==> src/rtl/icache_refill_unit.sv <==
// I-cache refill engine: accepts one miss, issues a line-aligned memory read,
// gathers the response beats into a full line, then writes the line into the
// victim way in a single cycle. Only one refill is outstanding at a time.
module icache_refill_unit #(
  parameter int NUM_WAYS            = 4,
  parameter int NUM_BANKS           = 4,
  parameter int SETS_PER_BANK_WIDTH = 8,
  parameter int BLOCK_WIDTH         = 512,
  parameter int BEAT_WIDTH          = 64,
  parameter int ADDR_WIDTH          = 32,
  // Derived widths; not intended to be overridden.
  parameter int BANK_W              = (NUM_BANKS > 1) ? $clog2(NUM_BANKS) : 1
) (
  input  logic                           clk_i,
  input  logic                           rst_i,
  input  logic                           miss_valid_i,
  output logic                           miss_ready_o,
  input  logic [ADDR_WIDTH-1:0]          miss_addr_i,
  input  logic [NUM_WAYS-1:0]            miss_way_i,
  output logic                           mem_req_valid_o,
  input  logic                           mem_req_ready_i,
  output logic [ADDR_WIDTH-1:0]          mem_req_addr_o,
  input  logic                           mem_rsp_valid_i,
  output logic                           mem_rsp_ready_o,
  input  logic [BEAT_WIDTH-1:0]          mem_rsp_data_i,
  input  logic                           mem_rsp_last_i,
  output logic [SETS_PER_BANK_WIDTH-1:0] w_bank_addr_o,
  output logic [BANK_W-1:0]              w_bank_sel_o,
  output logic [NUM_WAYS-1:0]            we_way_mask_o,
  output logic [BLOCK_WIDTH-1:0]         wdata_o,
  output logic                           refill_done_o,
  output logic                           refill_err_o,
  output logic                           busy_o
);

  localparam int BEATS = BLOCK_WIDTH / BEAT_WIDTH;
  localparam int CNT_W = (BEATS > 1) ? $clog2(BEATS) : 1;
  localparam int OFF   = $clog2(BLOCK_WIDTH / 8);
  localparam logic [CNT_W-1:0] LAST_BEAT = CNT_W'(BEATS - 1);

  typedef enum logic [1:0] {
    IDLE  = 2'd0,
    REQ   = 2'd1,
    RECV  = 2'd2,
    WRITE = 2'd3
  } state_t;

  state_t                  state_q;
  logic [ADDR_WIDTH-1:0]   addr_q;
  logic [NUM_WAYS-1:0]     way_q;
  logic [CNT_W-1:0]        cnt_q;
  logic                    err_q;
  logic [BLOCK_WIDTH-1:0]  line_q;

  // Write-port fields and request address come straight from held registers.
  assign mem_req_addr_o = addr_q;
  assign w_bank_sel_o   = addr_q[OFF +: BANK_W];
  assign w_bank_addr_o  = addr_q[OFF+BANK_W +: SETS_PER_BANK_WIDTH];
  assign wdata_o        = line_q;

  // Refill sequencer: state, datapath registers and every control output.
  // NOTE: all state here uses non-blocking assignments so every register
  // samples pre-edge values; blocking would make the result order-dependent.
  always_ff @(posedge clk_i or posedge rst_i) begin
    if (rst_i) begin
      // NOTE: the line buffer is an ordinary register (not an array macro),
      // so it is cleared with everything else to keep outputs zero in reset.
      state_q         <= IDLE;
      addr_q          <= '0;
      way_q           <= '0;
      cnt_q           <= '0;
      err_q           <= 1'b0;
      line_q          <= '0;
      miss_ready_o    <= 1'b0;
      mem_req_valid_o <= 1'b0;
      mem_rsp_ready_o <= 1'b0;
      we_way_mask_o   <= '0;
      refill_done_o   <= 1'b0;
      refill_err_o    <= 1'b0;
      busy_o          <= 1'b0;
    end else begin
      // Pulses and the write enable are single-cycle by default.
      refill_done_o <= 1'b0;
      refill_err_o  <= 1'b0;
      we_way_mask_o <= '0;

      case (state_q)
        IDLE: begin
          miss_ready_o <= 1'b1;
          if (miss_valid_i && miss_ready_o) begin
            addr_q            <= miss_addr_i;
            addr_q[OFF-1:0]   <= '0;
            way_q             <= miss_way_i;
            cnt_q             <= '0;
            err_q             <= 1'b0;
            miss_ready_o      <= 1'b0;
            mem_req_valid_o   <= 1'b1;
            busy_o            <= 1'b1;
            state_q           <= REQ;
          end
        end

        REQ: begin
          if (mem_req_ready_i) begin
            mem_req_valid_o <= 1'b0;
            mem_rsp_ready_o <= 1'b1;
            state_q         <= RECV;
          end
        end

        RECV: begin
          if (mem_rsp_valid_i) begin
            line_q[int'(cnt_q)*BEAT_WIDTH +: BEAT_WIDTH] <= mem_rsp_data_i;
            cnt_q <= cnt_q + CNT_W'(1);
            if (cnt_q == LAST_BEAT) begin
              // Full line collected; a missing last marker is flagged but the
              // line is still written.
              mem_rsp_ready_o <= 1'b0;
              we_way_mask_o   <= way_q;
              refill_done_o   <= 1'b1;
              refill_err_o    <= err_q | ~mem_rsp_last_i;
              err_q           <= err_q | ~mem_rsp_last_i;
              state_q         <= WRITE;
            end else if (mem_rsp_last_i) begin
              // Burst ended early: drop the partial line, report, go idle.
              mem_rsp_ready_o <= 1'b0;
              refill_err_o    <= 1'b1;
              err_q           <= 1'b1;
              miss_ready_o    <= 1'b1;
              busy_o          <= 1'b0;
              state_q         <= IDLE;
            end
          end
        end

        WRITE: begin
          miss_ready_o <= 1'b1;
          busy_o       <= 1'b0;
          state_q      <= IDLE;
        end

        default: state_q <= IDLE;
      endcase
    end
  end

endmodule

==> config.mk <==
export PLATFORM = sky130hd
export DESIGN_NAME = icache_refill_unit
export DESIGN_NICKNAME = d
export VERILOG_FILES = /design/src/rtl/icache_refill_unit.sv
export SDC_FILE = /design/constraint.sdc
export NUM_CORES = 1
export LEC_CHECK = 0
export CORE_AREA = 2 2 262 264
export DETAILED_ROUTE_END_ITERATION = 7
export DIE_AREA = 0 0 264 266
export GPL_ROUTABILITY_DRIVEN = 0
export PLACE_DENSITY_LB_ADDON = 0.3
export REMOVE_ABC_BUFFERS = 1
export SYNTH_ARGS = -nofsm -noshare
export SYNTH_HDL_FRONTEND = slang
export SYNTH_SLANG_ARGS = --single-unit
export TNS_END_PERCENT = 1
==> constraint.sdc <==
create_clock -name clk_i -period 36.4 [get_ports clk_i]
set_input_delay 7.28 -clock clk_i [delete_from_list [all_inputs] [get_ports clk_i]]
set_output_delay 7.28 -clock clk_i [all_outputs]
set_load 0.005 [all_outputs]
==> impl_metrics.yaml <==
run_status:
  run_status: "finished clean"
clock_network:
  tritoncts: "yes"
  cts_buffers: 61
  post_cts_hold_buffer_count: 0
  cts_num_sinks: 558
  cts_max_level: 2
  clock_tree.root_cell: "sky130_fd_sc_hd__clkbuf_16"
  clk-insertion-delay-late_ns: 0.63
  clk_pin_slew_worst_paths_ns: 0.06
  post_cts.resized_instances: 0
  clk_path_buf_depth: 3
  cts_setup_buffers: 0
power_and_ir_drop:
  swShare_pct: 31.14
  seq_power_share_pct: 37.5
  ir_drop_mv: 0.05035
  power_density_nw_per_um2: 67.71
  clock_power_share_pct: 29.1
  cellLeakagePower_nw: 16.18
  p_int_w: 0.001548
  combinationalPowerShare_pct: 33.4
  p_sw_w: 0.0006999
finish:
  regArea_um2: 13960
  layout.filler_cells: 6022
  multi_input_area_um2: 8447
  drive_gt1_share_pct: 20.47
  instances_no_fill: 3391
  areaGrowthSynthToFinish_pct: 39.39
  design.final.nets: 2565
route:
  drt_first_pass_iters: 5
  num_vias: 16518
  routed_wire_length_per_instance_um: 22.36
  routed_wl_mm: 75.82
  antenna_violating_nets_post_route: 0
  drt-initial-drc-count: 850
  drc_errors: 0
  mean_number_of_vias_per_cell: 4.871
sta:
  worst_pin_slew_ns: 1.145
  finalHoldViolations: 0
  rsz0062_at_grt: "no"
  setup_tns_ns: 0
  minimum_clock_period_ns: 9.764
  finalHoldWorstSlack_ns: 0.4968
  setup_violations: 0
  final_count_of_pins_violating_max_slew: 0
  finClkSkew_ns: 0.02102
  top_achievable_clock_speed_ghz: 0.1024
  min_period_over_period_pct: 26.83
  worst_slew_margin_rel_pct: 23.59
synth:
  postSynthAreaPerCell_um2: 13.00
  post_synth_main_area_contributors: "sky130_fd_sc_hd__dfrtp_1, sky130_fd_sc_hd__mux2_2, sky130_fd_sc_hd__mux2i_1"
  number_of_instances_in_the_synthesized_netlist: 1832
  synth.distinct_cells: 44
  synth_seq_area_share_pct: 58.64
  synth_top_cell_by_area: "sky130_fd_sc_hd__dfrtp_1"
  post_synth_edffs: 0
  yosysWarnings: 0
  synth_top_flop_cell: "sky130_fd_sc_hd__dfrtp_1"
  postSynthRegisterBits: 558
  syn-cell-area_um2: 23810
  synth_largest_type_area_fraction_pct: 58.64
  synthArstFlopShare_pct: 100.0
setup_path:
  endpoint_arrival_time_on_the_critical_path_ns: 10.28
  required_ns: 36.91
  crit_path_start_kind: "primary input"
  critical_path.reg2reg.endpoint: "wdata_o[28]"
  worst_setup_path_startpoint: "mem_rsp_valid_i"
  timing_worst_setup_path_type: "in -> reg"
  timing.critical_path.to: "wdata_o[318]"
  ff2ff_setup_slack_ns: 31.85
  setup.worst_path.end_class: "flop"
  worst-r2r-cell-count: 8
  critical_path_peak_fanout: 34
  reg2reg_from: "cnt_q[0]"
die:
  floorplan.initialDensity_pct: 35.15
  core.rowCount: 96
  die_w_um: 264
  design.core.area_um2: 67750
  die_height_um: 266
  dieArea_um2: 70220
  top_level_ports: 670
grt:
  globalRouteTotalUtil_pct: 21.14
  grt_max_degree: 176
  grt.overflow.total: 0
  grt_first_pass_wirelength_mm: 114.3
  first_global_vias: 17780
  antenna_violations_before_repair: 1
placed_design:
  place.detailed.instances: 3273
  place_hpwl_mm: 49.49
  number_of_input_and_output_port_buffers_inserted: 657
hold_path:
  hold_class: "reg -> reg"
run:
  number_of_max_capacitance_violations_reported: 0
-- per-layer routing --
layer | track usage (%) | vias up | part of all wire, %
met2 | 37.84 | 481 | 51
met1 | 25.27 | 8600 | 40
met3 | 4.917 | 108 | 5.9
met5 | 0 | - | 0
li1 | - | 7329 | -
met4 | 6.204 | 0 | 2.7
-- synth_stat cells, types with 2 or more instances --
cell type / n
sky130_fd_sc_hd__mux2i_1: 182
sky130_fd_sc_hd__nand3b_1: 2
sky130_fd_sc_hd__buf_6: 18
sky130_fd_sc_hd__nor2_1: 5
sky130_fd_sc_hd__buf_4: 38
sky130_fd_sc_hd__nand2b_1: 3
sky130_fd_sc_hd__nor3_1: 4
sky130_fd_sc_hd__mux2_2: 299
sky130_fd_sc_hd__o21ai_0: 2
sky130_fd_sc_hd__and3b_1: 5
sky130_fd_sc_hd__o31ai_1: 2
sky130_fd_sc_hd__ha_1: 5
sky130_fd_sc_hd__a21oi_1: 2
sky130_fd_sc_hd__clkbuf_1: 45
sky130_fd_sc_hd__inv_1: 190
sky130_fd_sc_hd__dfrtp_1: 558
sky130_fd_sc_hd__nor4_4: 2
sky130_fd_sc_hd__mux2_4: 60
sky130_fd_sc_hd__nor2b_1: 2
sky130_fd_sc_hd__buf_2: 31
sky130_fd_sc_hd__nor4bb_1: 3
sky130_fd_sc_hd__and3_1: 167
sky130_fd_sc_hd__nand2_1: 186
-- cell type report --
cell class	count	area share, %
Sequential cell	558	42.07
Clock inverter	27	0.9990
Timing Repair Buffer	686	20.51
Clock buffer	88	5.455
Tap cell	882	3.325
Inverter	190	2.171
Antenna cell	3	0.02262
Multi-Input combinational cell	957	25.45
-- how the worst min path moves through the flow --
stage | end | slack (ns) | cells after the start | from
after floorplan | err_q | 0.47 | 2 | err_q
after global placement | mem_req_valid_o | 0.47 | 1 | mem_req_valid_o
after detailed placement | mem_req_valid_o | 0.48 | 1 | mem_req_valid_o
after CTS | mem_req_valid_o | 0.50 | 1 | mem_req_valid_o
after global routing | wdata_o[39] | 0.51 | 1 | wdata_o[39]
final | mem_req_valid_o | 0.50 | 1 | mem_req_valid_o
-- power groups by stage --
stage / clock network [W] / logic, W / registers (W)
3_3_place_gp: 0 / 0.000742 / 0.000844
5_1_grt: 0.000698 / 0.000807 / 0.000860
3_5_place_dp: 0 / 0.000758 / 0.000852
4_1_cts: 0.000669 / 0.000762 / 0.000843
6_report: 0.000654 / 0.000751 / 0.000842
2_1_floorplan: 0 / 0.000286 / 0.000858
-- cell usage in the layout, fill, tap and decap left out, types with 2 or more instances in the layout --
master	instances
sky130_fd_sc_hd__buf_4	28
sky130_fd_sc_hd__clkdlybuf4s50_1	657
sky130_fd_sc_hd__diode_2	3
sky130_fd_sc_hd__clkbuf_8	14
sky130_fd_sc_hd__clkbuf_16	63
sky130_fd_sc_hd__mux2_4	60
sky130_fd_sc_hd__nor4bb_4	3
sky130_fd_sc_hd__nor4_4	2
sky130_fd_sc_hd__inv_6	4
sky130_fd_sc_hd__and3b_1	5
sky130_fd_sc_hd__nand2b_1	3
sky130_fd_sc_hd__conb_1	6
sky130_fd_sc_hd__bufinv_16	7
sky130_fd_sc_hd__nor2_1	4
sky130_fd_sc_hd__and3_1	167
sky130_fd_sc_hd__nand2_1	186
sky130_fd_sc_hd__nand3b_1	2
sky130_fd_sc_hd__clkbuf_1	11
sky130_fd_sc_hd__o31ai_1	2
sky130_fd_sc_hd__nor3_2	3
sky130_fd_sc_hd__o21ai_0	2
sky130_fd_sc_hd__dfrtp_1	558
sky130_fd_sc_hd__a21oi_1	2
sky130_fd_sc_hd__mux2i_1	182
sky130_fd_sc_hd__inv_1	189
sky130_fd_sc_hd__ha_1	4
sky130_fd_sc_hd__clkinv_2	14
sky130_fd_sc_hd__mux2_2	299
-- state kept, by name (all words and copies together), names as in the netlist, 2 cells and up --
register / flops
wdata_o: 512
state_q: 2
mem_req_addr_o: 26
way_q: 4
we_way_mask_o: 4
cnt_q: 3
-- logic make-up (layout without fill, tap and decap cells) --
| logic type | after synthesis | in the layout | synth area share, % |
|---|---|---|---|
| buf+inv | 322 | 991 | 6.405 |
| mux | 542 | 542 | 25.62 |
| flops | 558 | 558 | 58.64 |
| fa+ha+maj | 5 | 5 | 0.2627 |
| other cells | 1 | 9 | 0.01575 |
| simple gates | 388 | 388 | 8.560 |
| compound gates | 16 | 16 | 0.4940 |
-- critical path, stage by stage --
cell,delay (ns)
sky130_fd_sc_hd__clkdlybuf4s50_1,0.57
sky130_fd_sc_hd__nand3b_4,0.23
sky130_fd_sc_hd__nor4_4,0.30
sky130_fd_sc_hd__buf_4,0.62
sky130_fd_sc_hd__buf_4,0.72
sky130_fd_sc_hd__mux2_2,0.42
-- metrics by stage --
step                      util (%)  setup slack (ns)  cell area, um2  power [W]
after floorplan                  -             13.52           23020   0.001144
after global placement       45.82             25.98           31040   0.001586
after detailed placement     45.82             25.96           31040   0.001610
after CTS                    48.98             26.63           33180   0.002273
after global routing         48.99             26.52           33190   0.002365
final                        48.99             26.64           33190   0.002247
Note: power is estimated with default switching activity, not from simulation.
